### src/rtl/trap_sequencer_if.sv
// Pipeline <-> trap sequencer signal bundle. master = pipeline/CSR side, slave = sequencer.
interface trap_sequencer_if #(
  parameter int unsigned XLEN = 32
) ();
  logic            exc_req;
  logic [3:0]      exc_cause;
  logic [XLEN-1:0] exc_epc;
  logic [XLEN-1:0] exc_tval;
  logic            mret_req;
  logic            epc_valid;
  logic [XLEN-1:0] irq_epc;
  logic            extern_irpt;
  logic            timer_irpt;
  logic            soft_irpt;
  logic            mstatus_mie;
  logic [2:0]      mie_mask;
  logic            flush_ack;
  logic            flush_req;
  logic            busy;
  logic            trap_valid;
  logic [XLEN-1:0] trap_cause;
  logic [XLEN-1:0] trap_epc;
  logic [XLEN-1:0] trap_tval;
  logic            mret_valid;
  logic            timeout_err;

  modport master (
    output exc_req, exc_cause, exc_epc, exc_tval, mret_req, epc_valid, irq_epc,
           extern_irpt, timer_irpt, soft_irpt, mstatus_mie, mie_mask, flush_ack,
    input  flush_req, busy, trap_valid, trap_cause, trap_epc, trap_tval, mret_valid,
           timeout_err
  );

  modport slave (
    input  exc_req, exc_cause, exc_epc, exc_tval, mret_req, epc_valid, irq_epc,
           extern_irpt, timer_irpt, soft_irpt, mstatus_mie, mie_mask, flush_ack,
    output flush_req, busy, trap_valid, trap_cause, trap_epc, trap_tval, mret_valid,
           timeout_err
  );
endinterface

### src/rtl/trap_sequencer.sv
// Trap arbiter/sequencer: drains the pipeline, then commits one trap or mret to the CSRs.
// Optional IRQ_SYNC_EN: 2-flop synchronizers on the three machine interrupt inputs.
module trap_sequencer #(
  parameter int unsigned XLEN          = 32,
  parameter int unsigned DRAIN_TIMEOUT = 16,
  parameter int unsigned HOLDOFF       = 2
) (
  input  logic            i_clk,
  input  logic            i_rst,
  trap_sequencer_if.slave io_bus
);

  localparam int unsigned CntW = (DRAIN_TIMEOUT > 1) ? $clog2(DRAIN_TIMEOUT) : 1;
  localparam int unsigned HoW  = (HOLDOFF > 0) ? $clog2(HOLDOFF + 1) : 1;
  localparam logic [CntW-1:0] CntLast = CntW'(DRAIN_TIMEOUT - 1);
  localparam logic [HoW-1:0]  HoLoad  = HoW'(HOLDOFF);
  localparam logic [XLEN-1:0] CauseMei = {1'b1, {(XLEN-5){1'b0}}, 4'hB};
  localparam logic [XLEN-1:0] CauseMti = {1'b1, {(XLEN-5){1'b0}}, 4'h7};
  localparam logic [XLEN-1:0] CauseMsi = {1'b1, {(XLEN-5){1'b0}}, 4'h3};

  typedef enum logic [1:0] {StIdle, StDrain, StTrap, StMret} state_e;

  state_e          r_state;
  logic [CntW-1:0] r_drain_cnt;
  logic [HoW-1:0]  r_holdoff;
  logic [XLEN-1:0] r_cause;
  logic [XLEN-1:0] r_epc;
  logic [XLEN-1:0] r_tval;
  logic            r_flush_req;
  logic            r_busy;
  logic            r_trap_valid;
  logic [XLEN-1:0] r_trap_cause;
  logic [XLEN-1:0] r_trap_epc;
  logic [XLEN-1:0] r_trap_tval;
  logic            r_mret_valid;
  logic            r_timeout_err;

  logic [2:0] w_irq;  // {ext, timer, soft}
  logic       w_irq_ok;
  logic       w_take_ext;
  logic       w_take_tim;
  logic       w_take_sft;

`ifdef IRQ_SYNC_EN
  logic [2:0] r_irq_s1;
  logic [2:0] r_irq_s2;

  always_ff @(posedge i_clk) begin
    if (i_rst) begin
      r_irq_s1 <= '0;
      r_irq_s2 <= '0;
    end else begin
      r_irq_s1 <= {io_bus.extern_irpt, io_bus.timer_irpt, io_bus.soft_irpt};
      r_irq_s2 <= r_irq_s1;
    end
  end

  assign w_irq = r_irq_s2;
`else
  assign w_irq = {io_bus.extern_irpt, io_bus.timer_irpt, io_bus.soft_irpt};
`endif

  assign w_irq_ok   = io_bus.mstatus_mie & io_bus.epc_valid & (r_holdoff == '0);
  assign w_take_ext = w_irq_ok & w_irq[2] & io_bus.mie_mask[2];
  assign w_take_tim = w_irq_ok & w_irq[1] & io_bus.mie_mask[1];
  assign w_take_sft = w_irq_ok & w_irq[0] & io_bus.mie_mask[0];

  always_ff @(posedge i_clk) begin
    if (i_rst) begin
      r_state       <= StIdle;
      r_drain_cnt   <= '0;
      r_holdoff     <= '0;
      r_cause       <= '0;
      r_epc         <= '0;
      r_tval        <= '0;
      r_flush_req   <= 1'b0;
      r_busy        <= 1'b0;
      r_trap_valid  <= 1'b0;
      r_trap_cause  <= '0;
      r_trap_epc    <= '0;
      r_trap_tval   <= '0;
      r_mret_valid  <= 1'b0;
      r_timeout_err <= 1'b0;
    end else begin
      r_trap_valid <= 1'b0;
      r_trap_cause <= '0;
      r_trap_epc   <= '0;
      r_trap_tval  <= '0;
      r_mret_valid <= 1'b0;
      if (r_holdoff != '0) r_holdoff <= r_holdoff - 1'b1;

      unique case (r_state)
        StIdle: begin
          r_drain_cnt <= '0;
          if (io_bus.exc_req) begin
            r_cause     <= {{(XLEN-4){1'b0}}, io_bus.exc_cause};
            r_epc       <= io_bus.exc_epc;
            r_tval      <= io_bus.exc_tval;
            r_state     <= StDrain;
            r_flush_req <= 1'b1;
            r_busy      <= 1'b1;
          end else if (io_bus.mret_req) begin
            r_state      <= StMret;
            r_mret_valid <= 1'b1;
            r_busy       <= 1'b1;
          end else if (w_take_ext || w_take_tim || w_take_sft) begin
            r_cause     <= w_take_ext ? CauseMei : (w_take_tim ? CauseMti : CauseMsi);
            r_epc       <= io_bus.irq_epc;
            r_tval      <= '0;
            r_state     <= StDrain;
            r_flush_req <= 1'b1;
            r_busy      <= 1'b1;
          end
        end
        StDrain: begin
          // Give up waiting on the last counted cycle and trap anyway.
          if (io_bus.flush_ack || (r_drain_cnt == CntLast)) begin
            if (!io_bus.flush_ack) r_timeout_err <= 1'b1;
            r_state      <= StTrap;
            r_flush_req  <= 1'b0;
            r_trap_valid <= 1'b1;
            r_trap_cause <= r_cause;
            r_trap_epc   <= r_epc;
            r_trap_tval  <= r_tval;
          end else begin
            r_drain_cnt <= r_drain_cnt + 1'b1;
          end
        end
        StTrap: begin
          r_state <= StIdle;
          r_busy  <= 1'b0;
        end
        StMret: begin
          r_state   <= StIdle;
          r_busy    <= 1'b0;
          r_holdoff <= HoLoad;
        end
        default: begin
          r_state <= StIdle;
          r_busy  <= 1'b0;
        end
      endcase
    end
  end

  assign io_bus.flush_req   = r_flush_req;
  assign io_bus.busy        = r_busy;
  assign io_bus.trap_valid  = r_trap_valid;
  assign io_bus.trap_cause  = r_trap_cause;
  assign io_bus.trap_epc    = r_trap_epc;
  assign io_bus.trap_tval   = r_trap_tval;
  assign io_bus.mret_valid  = r_mret_valid;
  assign io_bus.timeout_err = r_timeout_err;

endmodule

### src/flat_wrapper.sv
// flat-port wrapper written by rule: the top's interface ports become plain ports
module trap_sequencer_flat 
#(
  parameter int unsigned XLEN          = 32,
  parameter int unsigned DRAIN_TIMEOUT = 16,
  parameter int unsigned HOLDOFF       = 2
)
  (i_clk, i_rst, io_bus_exc_req, io_bus_exc_cause, io_bus_exc_epc, io_bus_exc_tval, io_bus_mret_req, io_bus_epc_valid, io_bus_irq_epc, io_bus_extern_irpt, io_bus_timer_irpt, io_bus_soft_irpt, io_bus_mstatus_mie, io_bus_mie_mask, io_bus_flush_ack, io_bus_flush_req, io_bus_busy, io_bus_trap_valid, io_bus_trap_cause, io_bus_trap_epc, io_bus_trap_tval, io_bus_mret_valid, io_bus_timeout_err);
  trap_sequencer_if #(.XLEN(XLEN)) io_bus_i ();
  input  logic i_clk;
  input  logic i_rst;
  input wire logic [$bits(io_bus_i.exc_req)-1:0] io_bus_exc_req;
  input wire logic [$bits(io_bus_i.exc_cause)-1:0] io_bus_exc_cause;
  input wire logic [$bits(io_bus_i.exc_epc)-1:0] io_bus_exc_epc;
  input wire logic [$bits(io_bus_i.exc_tval)-1:0] io_bus_exc_tval;
  input wire logic [$bits(io_bus_i.mret_req)-1:0] io_bus_mret_req;
  input wire logic [$bits(io_bus_i.epc_valid)-1:0] io_bus_epc_valid;
  input wire logic [$bits(io_bus_i.irq_epc)-1:0] io_bus_irq_epc;
  input wire logic [$bits(io_bus_i.extern_irpt)-1:0] io_bus_extern_irpt;
  input wire logic [$bits(io_bus_i.timer_irpt)-1:0] io_bus_timer_irpt;
  input wire logic [$bits(io_bus_i.soft_irpt)-1:0] io_bus_soft_irpt;
  input wire logic [$bits(io_bus_i.mstatus_mie)-1:0] io_bus_mstatus_mie;
  input wire logic [$bits(io_bus_i.mie_mask)-1:0] io_bus_mie_mask;
  input wire logic [$bits(io_bus_i.flush_ack)-1:0] io_bus_flush_ack;
  output wire logic [$bits(io_bus_i.flush_req)-1:0] io_bus_flush_req;
  output wire logic [$bits(io_bus_i.busy)-1:0] io_bus_busy;
  output wire logic [$bits(io_bus_i.trap_valid)-1:0] io_bus_trap_valid;
  output wire logic [$bits(io_bus_i.trap_cause)-1:0] io_bus_trap_cause;
  output wire logic [$bits(io_bus_i.trap_epc)-1:0] io_bus_trap_epc;
  output wire logic [$bits(io_bus_i.trap_tval)-1:0] io_bus_trap_tval;
  output wire logic [$bits(io_bus_i.mret_valid)-1:0] io_bus_mret_valid;
  output wire logic [$bits(io_bus_i.timeout_err)-1:0] io_bus_timeout_err;
  assign io_bus_i.exc_req = io_bus_exc_req;
  assign io_bus_i.exc_cause = io_bus_exc_cause;
  assign io_bus_i.exc_epc = io_bus_exc_epc;
  assign io_bus_i.exc_tval = io_bus_exc_tval;
  assign io_bus_i.mret_req = io_bus_mret_req;
  assign io_bus_i.epc_valid = io_bus_epc_valid;
  assign io_bus_i.irq_epc = io_bus_irq_epc;
  assign io_bus_i.extern_irpt = io_bus_extern_irpt;
  assign io_bus_i.timer_irpt = io_bus_timer_irpt;
  assign io_bus_i.soft_irpt = io_bus_soft_irpt;
  assign io_bus_i.mstatus_mie = io_bus_mstatus_mie;
  assign io_bus_i.mie_mask = io_bus_mie_mask;
  assign io_bus_i.flush_ack = io_bus_flush_ack;
  assign io_bus_flush_req = io_bus_i.flush_req;
  assign io_bus_busy = io_bus_i.busy;
  assign io_bus_trap_valid = io_bus_i.trap_valid;
  assign io_bus_trap_cause = io_bus_i.trap_cause;
  assign io_bus_trap_epc = io_bus_i.trap_epc;
  assign io_bus_trap_tval = io_bus_i.trap_tval;
  assign io_bus_mret_valid = io_bus_i.mret_valid;
  assign io_bus_timeout_err = io_bus_i.timeout_err;
  trap_sequencer #(.XLEN(XLEN), .DRAIN_TIMEOUT(DRAIN_TIMEOUT), .HOLDOFF(HOLDOFF)) u_core (.i_clk(i_clk), .i_rst(i_rst), .io_bus(io_bus_i));
endmodule
### config.mk
export PLATFORM = sky130hd
export DESIGN_NAME = trap_sequencer_flat
export DESIGN_NICKNAME = d
export VERILOG_FILES = /design/src/rtl/trap_sequencer_if.sv /design/src/rtl/trap_sequencer.sv /design/src/flat_wrapper.sv
export SDC_FILE = /design/constraint.sdc
export NUM_CORES = 1
export LEC_CHECK = 0
export BUFFER_PORTS_ARGS = -buffer_cell sky130_fd_sc_hd__buf_2
export CAP_MARGIN = 20
export CORE_ASPECT_RATIO = 0.7
export CORE_MARGIN = 2
export CORE_UTILIZATION = 51
export CTS_BUF_LIST = sky130_fd_sc_hd__clkbuf_8 sky130_fd_sc_hd__clkbuf_16
export DETAILED_ROUTE_END_ITERATION = 12
export PLACE_DENSITY_LB_ADDON = 0.15
export SETUP_SLACK_MARGIN = 0.15
export SYNTH_ARGS = -nofsm -noshare
export SYNTH_HDL_FRONTEND = slang
export SYNTH_SLANG_ARGS = --single-unit
### constraint.sdc
create_clock -name i_clk -period 5.05 [get_ports i_clk]
set_input_delay 0.2525 -clock i_clk [delete_from_list [all_inputs] [get_ports i_clk]]
set_output_delay 0.2525 -clock i_clk [all_outputs]
set_load 0.005 [all_outputs]
==> results of run 1 <==
==> sequential cells by signal (all words and copies together) (netlist names), 2 cells and up <==
register,cells
u_core.r_drain_cnt,4
u_core.io_bus.trap_epc,32
u_core.io_bus.trap_tval,32
u_core.r_tval,32
u_core.r_holdoff,2
u_core.r_cause,5
u_core.r_state,2
u_core.io_bus.trap_cause,5
u_core.r_epc,32
==> path summary, 6_finish.rpt <==
kind	start	endpoint	slack (ps)
hold reg to reg	u_core.r_epc[28]$_SDFFE_PP0P_	u_core.io_bus.trap_epc[28]$_SDFF_PP0_	450
setup / recovery	u_core.r_state[1]$_SDFFE_PP0P_	u_core.r_epc[23]$_SDFFE_PP0P_	2530
hold / removal	io_bus_exc_tval[29]	u_core.r_tval[29]$_SDFFE_PP0P_	50
setup reg to reg	u_core.r_state[1]$_SDFFE_PP0P_	u_core.r_epc[23]$_SDFFE_PP0P_	2530
==> cell families (layout without fill, tap and decap cells) <==
group | Yosys count | count (layout) | share of synthesized area, %
buffers and inverters | 64 | 225 | 6.84
and+or+nand+nor | 142 | 142 | 14.6
muxes | 32 | 32 | 6.17
other | 1 | 27 | 0.0722
AOI/OAI and AO/OA | 91 | 91 | 13.9
DFF | 151 | 151 | 58.2
adders and majority gates | 1 | 1 | 0.241
==> worst max-delay path, cell delays in order (launching register included) <==
cell	delay [ps]
dfxtp_1	470
or2_1	370
o41ai_4	580
buf_4	590
nor2_1	120
a211oi_1	270
==> per-stage QoR <==
stage	instances	instance area [um^2]	setup slack, ps	hold slack (ps)
finish	797	6700	2530	53.6
global route	797	6700	2250	43.0
CTS	797	6700	2550	38.6
detailed placement	767	6090	2590	439
global placement	767	6090	2750	439
floorplan	508	5290	3270	378
==> area by class of cell <==
| class | instances | area (um^2) | area share [%] |
|---|---|---|---|
| clock buffer | 19 | 453 | 6.76 |
| tap | 128 | 160 | 2.39 |
| timing repair buffer | 192 | 976 | 14.6 |
| clock inverter | 11 | 158 | 2.35 |
| inverter | 3 | 11.3 | 0.168 |
| sequential | 151 | 3020 | 45.1 |
| multi-input combinational | 293 | 1920 | 28.7 |
==> cell usage in the layout (no fill, tap or decap), types with 3 or more instances in the layout <==
master and n:
dfxtp_1 151, buf_2 186, and2_1 69, nor3_1 6, clkinv_2 3, inv_1 4, buf_4 6, mux2i_1 32
bufinv_16 4, conb_1 27, nand2_1 6, a22o_1 32, clkbuf_16 17, a211oi_1 35, a21oi_1 9, nor2_1 47
==> power by group <==
part | internal [mW] | leakage (nW) | switching (mW) | total [mW]
Combinational | 0.104 | 1.70 | 0.121 | 0.225
Clock | 0.841 | 0.303 | 0.452 | 1.29
Sequential | 1.26 | 1.23 | 0.0310 | 1.29
Total | 2.20 | 3.23 | 0.604 | 2.80
==> layer usage <==
metal	part of all wire (%)	global-route usage [%]	up-vias
li1	-	-	1966
met1	46	24.9	1793
met2	46	31.8	136
met3	7.4	6.29	8
met4	0.81	7.66	0
met5	0	0	-
==> impl_metrics.csv, run 1 <==
group,metric,value,unit
synthesis,synth_seq_cells,151,
die,die_w,125,um
die,die_h,88.4,um
worst_setup_path,cp.required,5350,ps
timing,rsz0062_at_grt,"false",
clocking,clk_path_buf_depth,2,
worst_setup_path,cp-start-kind,"register",
clocking,cts_buffers,17,
placement,dp_hpwl,7370,um
clocking,clockRootBuffer,"clkbuf_16",
global_route,grt_overflow,0,
worst_setup_path,worst-r2r-cell-count,5,
placement,io_buffers,186,
worst_setup_path,cp-end-kind,"register",
hold_path,hp-class,"input pin to register",
synthesis,synth_top_flop_cell,"dfxtp_1",
clocking,post_cts_resized,0,
worst_setup_path,crit_fanout,63,
synthesis,yosysSeqAreaShare,58.2,%
die,core_area,9800,um^2
finish,utilization,68.4,%
route,via_count,3903,
global_route,grt_max_degree,64,
finish,diodes,0,
timing,fin_skew,8.68,ps
timing,setup_viol,0,
timing,slew_viol_final,0,
die,initial_core_util,53.0,%
route,dr.pass1.iters,4,
synthesis,synth_edf_count,0,
synthesis,ys_types,38,
global_route,grt_pass1_vias,3533,
job,drv_cap,0,
timing,tightest_slew,1030,ps
power,vdd_drop_max,236,uV
worst_setup_path,worst-setup-path-type,"register to register",
timing,timing.final.crit_share,49.9,%
synthesis,synthCells,482,
global_route,antenna_found_initial,0,
clocking,postCtsHoldBufs,0,
finish,synthToLayoutAreaGrowth,29.1,%
route,drt-vias-per-instance,4.90,
route,dr.first_iter.drc_count,199,
die,num_rows,30,
clocking,post_cts_buffers,0,
synthesis,synth_top_area_share,58.2,%
synthesis,yosys.area.top_type,"dfxtp_1",
route,finalWirelength,10800,um
placement,gp_congestion,0.839,
hold_path,hold_depth,2,
clocking,path_clk_slew,60,ps
die,dieArea,11000,um^2
finish,drive_gt1_share,34.1,%
synthesis,syn_area,5190,um^2
clocking,insertion_delay,400,ps
clocking,clock_sinks,151,
power,p_leak,3.23,nW
power,p_total,2.80,mW
route,ant_nets,0,
die,io_pins,214,
synthesis,synth_area_leaders,"dfxtp_1 (58%), and2_1 (8.3%), mux2i_1 (6.2%)",
status,status,"complete, no violations",
clocking,cts_tree,"yes",
finish,layout.nets,772,
clocking,cts_htree_levels,4,
timing,hold_violations,0,
timing,setup_tns,0,ps
timing,min_period,2520,ps
power,power_density,418,nW/um^2
global_route,grt_pass1_wl,17100,um
timing,max_freq,0.397,GHz
route,routedWlPerCell,13.6,um
synthesis,syn_area_per_cell,10.8,um^2
route,drc,0,
finish,final.fill_count,793,
worst_setup_path,cp_data_arrival_time,2820,ps
synthesis,yosys_warnings,0,
synthesis,async_flop_share,0,%
timing,relSlewSlack,31.2,%
synthesis,post-synth-top-count-cell,"dfxtp_1",
synthesis,ys_top_cells_by_count,"dfxtp_1 (151), and2_1 (69), nor2_1 (49)",
global_route,track_usage,19.6,%
No activity file was read; power rests on OpenSTA's default activity.
==> run 2, diff against run 1 <==
- CORE_UTILIZATION: 51 -> 43
- clock period: 5.05 -> 2.07 ns (I/O delays scaled with it)
==> run 2 against run 1 <==
Sequential power is 140% higher. Worst setup slack worse by 2300 ps. Largest cell class unchanged. Register-to-register slack worse by 2300 ps. Routed wire length grew 8.3%. Core utilization fell by 7.1 points. Power grew 150%. Die area up 18%. Design area is 7.3% higher. Sequential share of layout area is 3.1 points lower.
==> impl_metrics.csv, run 2 (synthesis gave the netlist of run 1 again) <==
group,metric,value,unit
status,status,"complete, no violations",
timing,fin_ws,233,ps
worst_setup_path,cp-end-kind,"register",
job,drv_cap,0,
worst_setup_path,crit_fanout,34,
worst_setup_path,worst-r2r-cell-count,5,
worst_setup_path,path_depth,5,
timing,setup_tns,0,ps
timing,relSlewSlack,64.7,%
route,drc,0,
finish,drive_gt1_share,33.4,%
power,power.internal,5.44,mW
worst_setup_path,cp-start-kind,"register",
route,via_count,4103,
die,initial_core_util,44.3,%
die,die_h,95.9,um
placement,gp_congestion,0.793,
clocking,cts_htree_levels,4,
worst_setup_path,critPathBufInv,2,
route,routedWlPerCell,13.5,um
route,finalWirelength,11700,um
timing,fin_skew,6.50,ps
route,dr.pass1.iters,4,
worst_setup_path,worst-setup-path-type,"register to register",
clocking,cts_buffers,17,
placement,place_ws,258,ps
finish,diodes,0,
die,num_rows,33,
worst_setup_path,worstPathCellList,"nand4bb_2 -> o41ai_4 -> buf_4 -> buf_8 -> a211oi_1",
clocking,clockRootBuffer,"clkbuf_16",
timing,max_freq,0.544,GHz
timing,hold_violations,0,
timing,rsz0062_at_grt,"true",
timing,setup_viol,0,
power,switchingPower,1.50,mW
hold_path,hp-class,"input pin to register",
timing,timing.final.crit_share,88.8,%
global_route,antenna_found_initial,0,
global_route,grt_pass1_wl,18100,um
die,io_pins,214,
clocking,cts_tree,"yes",
worst_setup_path,critical-path-top-delay-family,"compound AO/OA/AOI/OAI gates",
clocking,clk_path_buf_depth,2,
placement,dp_hpwl,7730,um
worst_setup_path,worst_path_largest_cell_delay,450,ps
worst_setup_path,cp.required,2340,ps
worst_setup_path,cpMaxStageDelayCell,"o41ai_4",
global_route,track_usage,18.1,%
timing,min_period,1840,ps
global_route,busiest_layer,"met2",
global_route,grt_util_met2,29.2,%
route,dr.first_iter.drc_count,124,
finish,layout_common_cells,"buf_2 (186), dfxtp_1 (151), and2_1 (69), nor2_1 (47), a211oi_1 (35)",
die,die_w,135,um
power,power_switching_share,21.6,%
worst_setup_path,cp_data_arrival_time,2110,ps
finish,final.fill_count,1024,
finish,layout.nets,814,
clocking,path_clk_slew,60,ps
power,power_frac_seq,45.1,%
timing,slew_viol_final,0,
die,dieArea,13000,um^2
clocking,clock_sinks,151,
power,p_leak,3.43,nW
power,vdd_drop_max,696,uV
global_route,met1_usage,22.5,%
finish,synthToLayoutAreaGrowth,38.5,%
power,clkPwrFrac,45.4,%
global_route,grt_max_degree,70,
hold_path,hold_depth,3,
die,core_area,11700,um^2
route,drt-vias-per-instance,4.73,
timing,tightest_slew,529,ps
finish,final_common_cell,"buf_2",
route,ant_nets,0,
global_route,grt_overflow,0,
placement,io_buffers,186,
power,pwr-share-comb,9.5,%
global_route,met3_usage,5.37,%
power,power_density,965,nW/um^2
clocking,insertion_delay,410,ps
global_route,grt_pass1_vias,3781,
-- run 2: per-layer routing --
metal | vias to the layer above | wire length (um)
li1 | 2042 | -
met2 | 133 | 5490
met5 | - | 0
met3 | 19 | 679
met1 | 1909 | 5340
met4 | 0 | 206
-- run 2: worst paths after layout --
kind,startpoint,slack (ps),end
worst max register to register,u_core.r_holdoff[1]$_SDFFE_PP0P_,230,u_core.r_epc[22]$_SDFFE_PP0P_
worst min-delay path,io_bus_irq_epc[6],30,u_core.r_epc[6]$_SDFFE_PP0P_
worst min register to register,u_core.r_epc[3]$_SDFFE_PP0P_,450,u_core.io_bus.trap_epc[3]$_SDFF_PP0_
worst max-delay path,u_core.r_holdoff[1]$_SDFFE_PP0P_,230,u_core.r_epc[22]$_SDFFE_PP0P_
-- run 2: area by class of cell --
| type | count | area [um^2] | area share, % |
|---|---|---|---|
| flip-flops and latches | 151 | 3020 | 42.0 |
| multi-input cells | 293 | 1930 | 26.8 |
| repair buffers | 234 | 1430 | 19.8 |
| clock buffers | 19 | 453 | 6.30 |
| well taps | 157 | 196 | 2.73 |
| clock inverters | 10 | 155 | 2.16 |
| inverters | 3 | 11.3 | 0.157 |
-- run 2: tightest hold or removal path: stages --
cell and delay, ps:
buf_2 90, mux2i_1 110, a211oi_1 80
-- run 2: power groups by stage --
stage	clock network (mW)	logic (mW)	registers, mW
after CTS	3.23	0.639	3.13
final	3.15	0.656	3.13
after global routing	3.36	0.734	3.15
after floorplan	0	0.398	3.18
after global placement	0	0.571	3.19
after detailed placement	0	0.585	3.19
-- run 2: per-stage QoR --
| stage | instance area (um^2) | utilization (%) | hold slack, ps | power, mW | cells |
|---|---|---|---|---|---|
| 2_1_floorplan | 5290 | - | 229 | 3.58 | 508 |
| 3_3_place_gp | 6210 | 53.0 | 314 | 3.76 | 802 |
| 3_5_place_dp | 6210 | 53.0 | 316 | 3.78 | 802 |
| 4_1_cts | 7160 | 61.1 | 17.1 | 7.00 | 865 |
| 5_1_grt | 7190 | 61.3 | 31.6 | 7.24 | 867 |
| 6_report | 7190 | 61.3 | 33.0 | 6.94 | 867 |
-- run 2: repair_timing --
action                                  CTS  global route
endpoints found under the setup margin    0            24
hold endpoints to repair                 34             0
gates resized for setup                   0             3
hold buffers                             34             0
buffers inserted                          0             1
==> run 3, diff against run 2 <==
- HOLD_SLACK_MARGIN: default -> 0.15
==> run 3 against run 2 <==
Final cell count is 8.5% higher. Die area stayed put. Sequential power hardly changed. Global-route usage is 1.5 points higher. Via count is 8.5% higher. First-iteration DRC count is 17% higher. Critical path depth is 1 higher. Flip-flop and latch count stayed put. Clock power hardly changed. Design area is 10% higher. Highest routed layer unchanged.
==> impl_metrics.csv, run 3 (synthesis gave the netlist of run 1 again) <==
group,metric,value,unit
status,status,"complete, no violations",
job,drv_cap,0,
placement,gp_congestion,0.793,
placement,dp_hpwl,7730,um
worst_setup_path,critPathBufInv,2,
hold_path,hp-class,"input pin to register",
worst_setup_path,cpMaxStageDelayCell,"o41ai_4",
global_route,antenna_found_initial,0,
global_route,busiest_layer,"met2",
die,core_area,11700,um^2
clocking,cts_buffers,17,
clocking,cts_tree,"yes",
hold_path,hp-start,"io_bus_extern_irpt",
worst_setup_path,worst-r2r-setup-slack,220,ps
route,dr.pass1.iters,4,
global_route,grt_overflow,0,
global_route,grt_util_met2,33.5,%
clocking,cts_htree_levels,4,
worst_setup_path,cp-end-kind,"register",
clocking,path_clk_slew,60,ps
die,initial_core_util,44.3,%
route,dr.first_iter.drc_count,145,
timing,setup_viol,0,
power,vdd_drop_max,687,uV
timing,holdWs,197,ps
global_route,grt_pass1_wl,19700,um
timing,slew_viol_final,0,
route,drc,0,
worst_setup_path,worst-r2r-cell-count,6,
timing,tightest_slew,538,ps
timing,min_period,1850,ps
die,io_pins,214,
worst_setup_path,critical-path-top-delay-family,"compound AO/OA/AOI/OAI gates",
finish,diodes,0,
timing,timing.final.crit_share,89.2,%
die,die_h,95.9,um
timing,hold_violations,0,
die,dieArea,13000,um^2
route,ant_nets,0,
route,finalWirelength,13000,um
global_route,grt_pass1_vias,4169,
power,p_total,7.10,mW
route,routedWlPerCell,13.8,um
worst_setup_path,cp_data_arrival_time,2150,ps
timing,max_freq,0.542,GHz
worst_setup_path,worst-setup-path-type,"register to register",
clocking,insertion_delay,400,ps
global_route,met1_usage,23.4,%
placement,io_buffers,186,
global_route,track_usage,19.6,%
power,power_density,893,nW/um^2
timing,rsz0062_at_grt,"false",
hold_path,hold_depth,5,
worst_setup_path,rr_endpoint,"u_core.r_epc[15]$_SDFFE_PP0P_",
finish,layout.nets,888,
clocking,clockRootBuffer,"clkbuf_16",
route,via_count,4451,
hold_path,whs_endpoint,"u_core.r_cause[3]$_SDFFE_PP0P_",
worst_setup_path,cp-start-kind,"register",
global_route,met3_usage,5.58,%
timing,setup_tns,0,ps
finish,final.fill_count,922,
timing,fin_skew,9.95,ps
clocking,clk_path_buf_depth,2,
worst_setup_path,crit_fanout,17,
die,num_rows,33,
worst_setup_path,rr_startpoint,"u_core.r_state[1]$_SDFFE_PP0P_",
die,die_w,135,um
clocking,clock_sinks,151,
power,p_leak,3.75,nW
route,drt-vias-per-instance,4.73,
finish,layout_common_cells,"buf_2 (186), dfxtp_1 (151), dlygate4sd3_1 (106), and2_1 (69), nor2_1 (47)",
worst_setup_path,cp.required,2380,ps
finish,drive_gt1_share,30.6,%
global_route,grt_max_degree,70,
worst_setup_path,worstPathCellList,"or2_4 -> o41ai_4 -> buf_4 -> buf_6 -> nor2_1 -> a211oi_1",
worst_setup_path,worst_path_largest_cell_delay,470,ps
finish,synthToLayoutAreaGrowth,53.0,%
finish,final_common_cell,"buf_2",
timing,relSlewSlack,64.1,%
## run 3: area by class of cell
cell class	count	area [um^2]	share of cell area (%)
clock buffer	19	453	5.70
clock inverter	10	155	1.95
inverter	3	11.3	0.142
multi-input combinational	293	1940	24.4
sequential	151	3020	38.0
tap	157	196	2.47
timing repair buffer	308	2170	27.3
## run 3: where the power goes
group	switching (mW)	internal (mW)	leakage (nW)
logic	0.367	0.444	2.21
registers	0.0694	3.06	1.23
clock network	1.10	2.05	0.302
## run 3: metrics by stage
step / area [um^2] / utilization (%) / instances / setup slack (ps)
floorplan: 5290 / - / 508 / 292
finish: 7950 / 67.8 / 941 / 224
global route: 7950 / 67.8 / 941 / 153
global placement: 6210 / 53.0 / 802 / 342
detailed placement: 6210 / 53.0 / 802 / 258
CTS: 7880 / 67.2 / 937 / 242
## run 3: how the worst max path moves through the flow
| stage | end | cells after the start | from | slack, ps |
|---|---|---|---|---|
| 6_report | u_core.r_epc[15]$_SDFFE_PP0P_ | 6 | u_core.r_state[1]$_SDFFE_PP0P_ | 220 |
| 3_5_place_dp | u_core.r_epc[11]$_SDFFE_PP0P_ | 5 | u_core.r_holdoff[1]$_SDFFE_PP0P_ | 260 |
| 4_1_cts | u_core.r_epc[25]$_SDFFE_PP0P_ | 5 | u_core.r_holdoff[1]$_SDFFE_PP0P_ | 240 |
| 2_1_floorplan | u_core.r_tval[0]$_SDFFE_PP0P_ | 6 | u_core.r_state[1]$_SDFFE_PP0P_ | 290 |
| 5_1_grt | u_core.io_bus.trap_tval[31]$_SDFF_PP0_ | 6 | u_core.r_drain_cnt[0]$_SDFFE_PP0P_ | 150 |
| 3_3_place_gp | u_core.r_epc[31]$_SDFFE_PP0P_ | 5 | u_core.r_holdoff[1]$_SDFFE_PP0P_ | 340 |
## run 3: repair_timing
item,in CTS,in global routing
hold buffers,106,0
endpoints found under the setup margin,0,27
buffers inserted,0,2
hold endpoints to repair,76,0
resized for setup,0,5
## run 3: metal layers
| metal | wire [um] | part of all wire (%) | vias to the layer above |
|---|---|---|---|
| li1 | - | - | 2192 |
| met1 | 5780 | 45 | 2101 |
| met2 | 6380 | 49 | 143 |
| met3 | 663 | 5.1 | 15 |
| met4 | 150 | 1.2 | 0 |
| met5 | 0 | 0 | - |
## run 3: tightest hold or removal path: stages
cell,delay [ps]
buf_2,110
nand2_1,80
nor3_1,60
a21oi_1,110
a211oi_1,80
